**config.mk**
```make
export PLATFORM = sky130hd
export DESIGN_NAME = memory_arbiter
export DESIGN_NICKNAME = d
export VERILOG_FILES = /design/src/rtl/cpu_types_pkg.sv /design/src/rtl/arb_watchdog.sv /design/src/rtl/memory_arbiter.sv
export SDC_FILE = /design/constraint.sdc
export NUM_CORES = 1
export LEC_CHECK = 0
export CORE_AREA = 5 5 100 102
export DETAILED_ROUTE_END_ITERATION = 8
export DIE_AREA = 0 0 105 107
export HOLD_SLACK_MARGIN = 0.06
export MAX_ROUTING_LAYER = met4
export PLACE_DENSITY = 0.67
export SLEW_MARGIN = 15
export SYNTH_ARGS = -nofsm -noshare
export SYNTH_HDL_FRONTEND = slang
export SYNTH_SLANG_ARGS = --single-unit
```
**constraint.sdc**
```tcl
create_clock -name CLK -period 2.2 [get_ports CLK]
set_clock_uncertainty 0.05 [all_clocks]
set_input_delay 0.66 -clock CLK [delete_from_list [all_inputs] [get_ports CLK]]
set_output_delay 0.66 -clock CLK [all_outputs]
set_load 0.01 [all_outputs]
```
**src/rtl/cpu_types_pkg.sv**
```systemverilog
// Shared CPU types: machine word, RAM status encoding and the arbiter FSM states.
package cpu_types_pkg;

    typedef logic [31:0] word_t;

    typedef enum logic [1:0] {
        FREE   = 2'd0,
        BUSY   = 2'd1,
        ACCESS = 2'd2,
        ERROR  = 2'd3
    } ramstate_t;

    typedef enum logic [1:0] {
        IDLE = 2'd0,
        DREQ = 2'd1,
        IREQ = 2'd2
    } arb_state_t;

endpackage

```
**src/rtl/arb_watchdog.sv**
```systemverilog
// Outstanding-access cycle counter; expired is high in the TIMEOUT-th cycle after clearing.
module arb_watchdog #(
    parameter int TIMEOUT = 64
) (
    input  logic clk,
    input  logic rst,
    input  logic clr,
    input  logic en,
    output logic expired
);

    localparam int CW = $clog2(TIMEOUT + 1);

    logic [CW-1:0] count_q;
    logic [CW-1:0] count_d;

    // next count: clear wins over increment
    always_comb begin
        count_d = count_q;
        if (clr) begin
            count_d = {CW{1'b0}};
        end else if (en) begin
            count_d = count_q + CW'(1);
        end else begin
            count_d = count_q;
        end
    end

    // count register
    always_ff @(posedge clk or posedge rst) begin
        if (rst) begin
            count_q <= {CW{1'b0}};
        end else begin
            count_q <= count_d;
        end
    end

    assign expired = (count_q == CW'(TIMEOUT - 1));

endmodule

```
**src/rtl/memory_arbiter.sv**
```systemverilog
// Single-port RAM arbiter, data over fetch priority.
// Optional access watchdog: define MEMORY_ARBITER_WATCHDOG_EN.
module memory_arbiter
    import cpu_types_pkg::*;
#(
    parameter int TIMEOUT = 64
) (
    input  logic        CLK,
    input  logic        nRST,
    input  logic        iREN,
    input  logic [31:0] iaddr,
    input  logic        dREN,
    input  logic        dWEN,
    input  logic [31:0] daddr,
    input  logic [31:0] dstore,
    output logic        ihit,
    output logic [31:0] iload,
    output logic        dhit,
    output logic [31:0] dload,
    output logic        ramREN,
    output logic        ramWEN,
    output logic [31:0] ramaddr,
    output logic [31:0] ramstore,
    input  logic [31:0] ramload,
    input  logic [1:0]  ramstate,
    output logic        err
);

    arb_state_t state_q;
    arb_state_t state_d;
    ramstate_t  rs_s;
    logic       wd_expired_s;

    assign rs_s = ramstate_t'(ramstate);

`ifdef MEMORY_ARBITER_WATCHDOG_EN
    arb_watchdog #(.TIMEOUT(TIMEOUT)) u_watchdog (
        .clk     (CLK),
        .rst     (nRST),
        .clr     (state_q == IDLE),
        .en      ((state_q != IDLE) && !wd_expired_s),
        .expired (wd_expired_s)
    );
`else
    assign wd_expired_s = 1'b0;
`endif

    // next state, RAM port drive and hit/error pulses
    always_comb begin
        state_d  = state_q;
        ihit     = 1'b0;
        dhit     = 1'b0;
        err      = 1'b0;
        iload    = 32'h0000_0000;
        dload    = 32'h0000_0000;
        ramREN   = 1'b0;
        ramWEN   = 1'b0;
        ramaddr  = 32'h0000_0000;
        ramstore = 32'h0000_0000;
        case (state_q)
            IDLE: begin
                if (dREN || dWEN) begin
                    state_d = DREQ;
                end else if (iREN) begin
                    state_d = IREQ;
                end else begin
                    state_d = IDLE;
                end
            end
            DREQ: begin
                ramaddr  = daddr;
                ramstore = dstore;
                ramWEN   = dWEN;
                ramREN   = dREN && !dWEN;
                // a flushed request is abandoned even if the RAM answers this cycle
                if (!(dREN || dWEN)) begin
                    state_d = IDLE;
                end else if ((rs_s == ERROR) || wd_expired_s) begin
                    err     = 1'b1;
                    state_d = IDLE;
                end else if (rs_s == ACCESS) begin
                    dhit    = 1'b1;
                    dload   = ramload;
                    state_d = IDLE;
                end else begin
                    state_d = DREQ;
                end
            end
            IREQ: begin
                ramaddr = iaddr;
                ramREN  = 1'b1;
                if (!iREN) begin
                    state_d = IDLE;
                end else if ((rs_s == ERROR) || wd_expired_s) begin
                    err     = 1'b1;
                    state_d = IDLE;
                end else if (rs_s == ACCESS) begin
                    ihit    = 1'b1;
                    iload   = ramload;
                    state_d = IDLE;
                end else begin
                    state_d = IREQ;
                end
            end
            default: begin
                state_d = IDLE;
            end
        endcase
    end

    // state register; reset returns to IDLE at once so every output drops with it
    always_ff @(posedge CLK or posedge nRST) begin
        if (nRST) begin
            state_q <= IDLE;
        end else begin
            state_q <= state_d;
        end
    end

endmodule

```
==> impl_metrics.ini, run 1 <==
[outcome]
violations = setup timing
status = finished with violations

[cells_and_area]
final_nets = 659
synthToLayoutAreaGrowth_pct = 277
design_area_um2 = 5470
fin_util_pct = 60.6
reg.largest.list = state_q (2)
finalNonFillerCells = 631
largest_register_ffs = 2
regMostFlops = state_q
layout-drive-gt1-share_pct = 64.7

[floorplanning]
std_cell_rows = 35
core_area_um2 = 9020
ios = 268
dieArea_um2 = 11200
fp.dieH_um = 107
die_w_um = 105
initial_utilization_pct = 16.1

[power_and_ir_drop]
p_sw_share_pct = 38.2
p_leak_nw = 2.45
clock_power_share_pct = 5.8
combPwrFrac_pct = 92.2
p_int_w = 0.00161
power.density_nw_per_um2 = 476
p_sw_w = 0.000993
seq_power_share_pct = 2.0
vdd_ir_drop_max_uv = 274

[detailed_routing]
antenna_left = 0
avgViaCountPerCell = 4.64
dr_total_vias = 2926
post-route-drc-count = 0
wl_per_cell_um = 20.9
wl_um = 13200
drtIter0Drc = 62
drt_pre_antenna_iters = 4

[worst_setup_path]
cp-end-kind = output port
arrival_ns = 1.71
path_max_fanout = 8
worst_setup_path_start_kind = input pin
critPathKind = in2out
crit_required_ns = 1.49

[placed_design]
place_hpwl_um = 8520
place_area_um2 = 4340
gp_congestion = 0.769
dp.cells = 580
io_buffers = 267

[logic_synthesis]
ys_seq_area_share_pct = 3.45
post-synth-top-area-fraction_pct = 28.0
syn_area_per_cell_um2 = 6.88
syn_nets = 350
yosys.cell_types.count = 24
syn_area_um2 = 1450
netlist_instances = 211
ys_seq_elements = 2
post-synth-top-area-cell = and2_1
ys_warn_count = 0
synth_area_leaders = and2_1, a22oi_1, nor3b_1

[clock_tree]
holdBufCountCts = 0
cts-root-buf = clkbuf_8
cts_tree = done
cts-htree-levels = 1
clockBufferDepth = 2
cts.clk_slew.worst_paths_ns = 0.03
clk_latency_ns = 0.22
cts.sinks = 2
cts_inserted_buffers = 3

[grt]
grt_pass1_vias = 3016
grt_pass1_wl_um = 16900
overflow = 0
gr-usage-all-layers_pct = 19.8
antenna_found_initial = 1
grt_max_degree = 34

[timing]
finalCritPeriodShare_pct = 110
final_hold_viol_count = 0
whs_ns = 0.555
finalMaxSlewViolations = 0
fmax_ghz = 0.413
final.min_clock_period_ns = 2.42
setup_slack_ns = -0.224
slew_headroom_pct = 84.7
worst-slew-pin-transition_ns = 0.229
setup_viol_count_final = 121
rsz0062_at_grt = true

[run]
maxCapViolCount = 0

[min_path]
hp-class = in2async
==> per-stage QoR <==
stage / total power, W / worst slack, ns / setup TNS [ns]
2_1_floorplan: 0.000668 / 0.0963 / 0
3_3_place_gp: 0.00160 / -0.922 / -73.18
3_5_place_dp: 0.00162 / -0.912 / -74.66
4_1_cts: 0.00212 / -0.292 / -13.66
5_1_grt: 0.00274 / -0.262 / -22.82
6_report: 0.00260 / -0.224 / -15.40
==> layer usage <==
metal	part of all wire (%)	global-route usage (%)	wire, µm	vias to the layer above
li1	-	-	-	1349
met1	34	18.6	4520	1384
met2	56	38.8	7400	179
met3	7.8	5.24	1030	14
met4	1.7	6.48	229	0
met5	0	-	0	-
==> worst paths after layout <==
kind | startpoint | end | slack (ns) | cells after the start
setup / recovery | iREN | iload[2] | -0.22 | 6
hold / removal | nRST | state_q[0]$_DFF_PP0_ | 0.56 | 2
setup reg to reg | state_q[0]$_DFF_PP0_ | state_q[0]$_DFF_PP0_ | 0.52 | 9
hold reg to reg | state_q[1]$_DFF_PP0_ | state_q[0]$_DFF_PP0_ | 0.73 | 3
max in group asynchronous | nRST | state_q[1]$_DFF_PP0_ | 1.43 | 2
min in group CLK | state_q[1]$_DFF_PP0_ | state_q[0]$_DFF_PP0_ | 0.73 | 3
==> final cells by class <==
cell class,instances,area [µm²]
antenna,2,5.00
multi-input combinational,181,1870
tap,111,139
inverter,4,15.0
timing repair buffer,328,3350
fill,742,3550
clock buffer,3,41.3
sequential,2,50.0
==> worst max-delay path, cell delays in order <==
cell and delay (ns):
clkdlybuf4s15_2 0.20, and4b_4 0.34, buf_12 0.14, buf_16 0.12
and2_4 0.15, buf_6 0.10
==> cells by family after synthesis <==
logic type | after synthesis | synth area share, %
flip-flops | 2 | 3.45
adder cells (fa/ha/maj) | 4 | 3.45
AND/OR/NAND/NOR | 140 | 63.9
AO/OA/AOI/OAI | 37 | 18.8
buffers and inverters | 28 | 10.4
==> power by group through the flow <==
stage / clock [W] / sequential, W / combinational (W)
2_1_floorplan: 0 / 0.0000488 / 0.000619
3_3_place_gp: 0 / 0.0000508 / 0.00155
6_report: 0.000151 / 0.0000518 / 0.00240
5_1_grt: 0.000160 / 0.0000527 / 0.00253
3_5_place_dp: 0 / 0.0000508 / 0.00157
4_1_cts: 0.000154 / 0.0000512 / 0.00192
==> synth_stat cells <==
| cell | count |
|---|---|
| a211oi_1 | 1 |
| a21oi_1 | 2 |
| a22oi_1 | 32 |
| and2_1 | 65 |
| and3b_1 | 1 |
| and4b_4 | 1 |
| buf_2 | 13 |
| buf_4 | 2 |
| buf_6 | 3 |
| clkbuf_1 | 6 |
| dfrtp_1 | 2 |
| ha_1 | 4 |
| inv_1 | 4 |
| nand2_1 | 1 |
| nand2b_1 | 3 |
| nand3_1 | 1 |
| nand3b_2 | 1 |
| nor2_1 | 1 |
| nor2_2 | 1 |
| nor2b_1 | 32 |
| nor3b_1 | 32 |
| o21a_1 | 1 |
| o21bai_1 | 1 |
| or3b_2 | 1 |
==> timing repair <==
action / 4_1_cts / 5_1_grt
setup endpoints to repair: 133 / 133
resized for setup: 689 / 103
gates cloned: 11 / 11
pin swaps: 45 / 16
buffers inserted: 22 / 7
==> cells in the final DEF, fill, tap and decap left out, drive strengths merged <==
cell	instances
inv	4
and3b	1
clkdlybuf4s15	1
a211oi	1
nor2b	32
buf	187
a21oi	2
diode	2
clkdlybuf4s50	129
nand2	1
nand2b	3
and2	65
clkbuf	12
o21bai	1
nand3	1
dlygate4sd2	2
and4b	1
nor2	2
dfrtp	2
or3b	1
nor3b	32
o21a	1
nand3b	1
ha	4
a22oi	32
Note: power is estimated with default switching activity, not from simulation.
==> run 2: changes to the inputs <==
Settings changed: CAP_MARGIN from default to 40.
==> results of run 2 <==
The final DEF is identical to that of run 1; final timing and power are the same.
==> run 3: changes to the inputs <==
Settings changed: MAX_ROUTING_LAYER met4 to default.
==> run 3 against run 2 <==
  * The flow still finishes with violations (setup timing)
  * Sequential share of layout area barely moved
  * Flip-flop and latch count did not move
  * Power fell by 2.6%
  * Die area did not move
  * Core utilization fell by 0.62 points
  * Cell area fell by 1.0%
  * First-iteration DRC count rose by 11%
  * Largest cell class unchanged
  * Largest power group unchanged
  * Highest routed layer unchanged
==> impl_metrics.ini, run 3 (synthesis results as in run 1) <==
[outcome]
status = finished with violations
violations = setup timing

[placed_design]
place_ws_ns = -0.912
place_hpwl_um = 8520
io_buffers = 267
gp_congestion = 0.759
place_area_um2 = 4340

[clock_tree]
cts_inserted_buffers = 3
cts_tree = done
cts.clk_slew.worst_paths_ns = 0.03
clk_latency_ns = 0.22
cts-htree-levels = 1
cts-root-buf = clkbuf_8
cts.sinks = 2
clockBufferDepth = 2

[detailed_routing]
drt_pre_antenna_iters = 4
wl_um = 12700
drtIter0Drc = 69
post-route-drc-count = 0
dr_total_vias = 2891
antenna_left = 0
avgViaCountPerCell = 4.60
wl_per_cell_um = 20.1

[grt]
grt_pass1_wl_um = 16900
overflow = 0
gr-usage-all-layers_pct = 19.3
antenna_found_initial = 1
grt_pass1_vias = 3004
grt_max_degree = 34

[cells_and_area]
regMostFlops = state_q
final_nets = 657
largest_register_ffs = 2
reg.largest.list = state_q (2)
design_area_um2 = 5410
final_common_cell = clkdlybuf4s50_1
fin_util_pct = 60.0
final_cell_mix = clkdlybuf4s50_1, buf_6, buf_2
synthToLayoutAreaGrowth_pct = 273
layout-drive-gt1-share_pct = 66.3

[floorplanning]
fp.dieH_um = 107
die_w_um = 105
initial_utilization_pct = 16.1
core_area_um2 = 9020
ios = 268
std_cell_rows = 35
dieArea_um2 = 11200

[worst_setup_path]
cp-end-kind = output port
r2r_cells = 9
crit_required_ns = 1.49
arrival_ns = 1.68
slowest_delay_ns = 0.33
r2r_end = state_q[0]$_DFF_PP0_
critPathBufInv = 4
path_max_fanout = 8
critPathKind = in2out
critPathSlowestCell = and4b_4
worst_setup_path_start_kind = input pin
worstReg2RegStart = state_q[0]$_DFF_PP0_
cp_cell_sequence = clkdlybuf4s15_2, and4b_4, buf_12, buf_16, and2_4, buf_6
r2r_setup_slack_ns = 0.53
cp_top_family = buffers and inverters

[timing]
fmax_ghz = 0.419
final.min_clock_period_ns = 2.39
finalMaxSlewViolations = 0
setup_slack_ns = -0.188
slew_headroom_pct = 86.0
rsz0062_at_grt = true
finalCritPeriodShare_pct = 109
setup_viol_count_final = 116
final_hold_viol_count = 0
worst-slew-pin-transition_ns = 0.209

[min_path]
hp-class = in2async

[power_and_ir_drop]
p_leak_nw = 2.42
power_w = 0.00254
vdd_ir_drop_max_uv = 238
power.density_nw_per_um2 = 468

[run]
maxCapViolCount = 0
-- run 3: cell count changes in the layout (fill, tap and decap cells not counted), sizes merged --
cell / change
clkbuf: -3
buf: +1
diode: -1
-- run 3: what timing repair did --
action / CTS / global route
buffers inserted: 22 / 8
pin swaps: 45 / 14
gates resized for setup: 689 / 117
cloned: 11 / 8
setup endpoints to repair: 133 / 133
hold buffers: 0 / 0
-- run 3: worst max-delay path by stage --
| stage | startpoint | to | slack (ns) | cells after the start |
|---|---|---|---|---|
| 6_report | iREN | iload[25] | -0.19 | 6 |
| 3_5_place_dp | ramstate[0] | dload[1] | -0.91 | 5 |
| 5_1_grt | state_q[0]$_DFF_PP0_ | dload[24] | -0.26 | 7 |
| 2_1_floorplan | ramstate[0] | dload[10] | 0.1 | 3 |
| 3_3_place_gp | ramstate[0] | dload[1] | -0.92 | 5 |
| 4_1_cts | state_q[1]$_DFF_PP0_ | iload[26] | -0.29 | 8 |
-- run 3: stage by stage --
stage / hold WS [ns] / cells / setup TNS (ns)
2_1_floorplan: 0.351 / 211 / 0
3_3_place_gp: 0.569 / 580 / -73.18
3_5_place_dp: 0.585 / 580 / -74.66
4_1_cts: 0.548 / 615 / -13.66
5_1_grt: 0.565 / 628 / -21.45
6_report: 0.556 / 628 / -13.38
-- run 3: where the power goes --
| part | internal, W | total, W | leakage [nW] | switching [W] |
|---|---|---|---|---|
| Combinational | 0.00142 | 0.00233 | 2.37 | 0.000907 |
| Clock | 0.000116 | 0.000152 | 0.0216 | 0.0000352 |
| Sequential | 0.0000439 | 0.0000517 | 0.0256 | 0.00000778 |
-- run 3: layout make-up --
type | count | area [µm²]
Fill cell | 750 | 3610
Timing Repair Buffer | 326 | 3330
Multi-Input combinational cell | 181 | 1830
Tap cell | 111 | 139
Sequential cell | 2 | 50.0
Clock buffer | 3 | 41.3
Inverter | 4 | 15.0
Antenna cell | 1 | 2.50
-- run 3: metal layers --
layer  up-vias  track usage (%)  part of all wire (%)
met1      1350             17.7                    32
met3        18             6.80                   9.6
met2       184             38.8                    56
li1       1339                -                     -
met4         0             6.48                   2.5
met5         -                0                     0
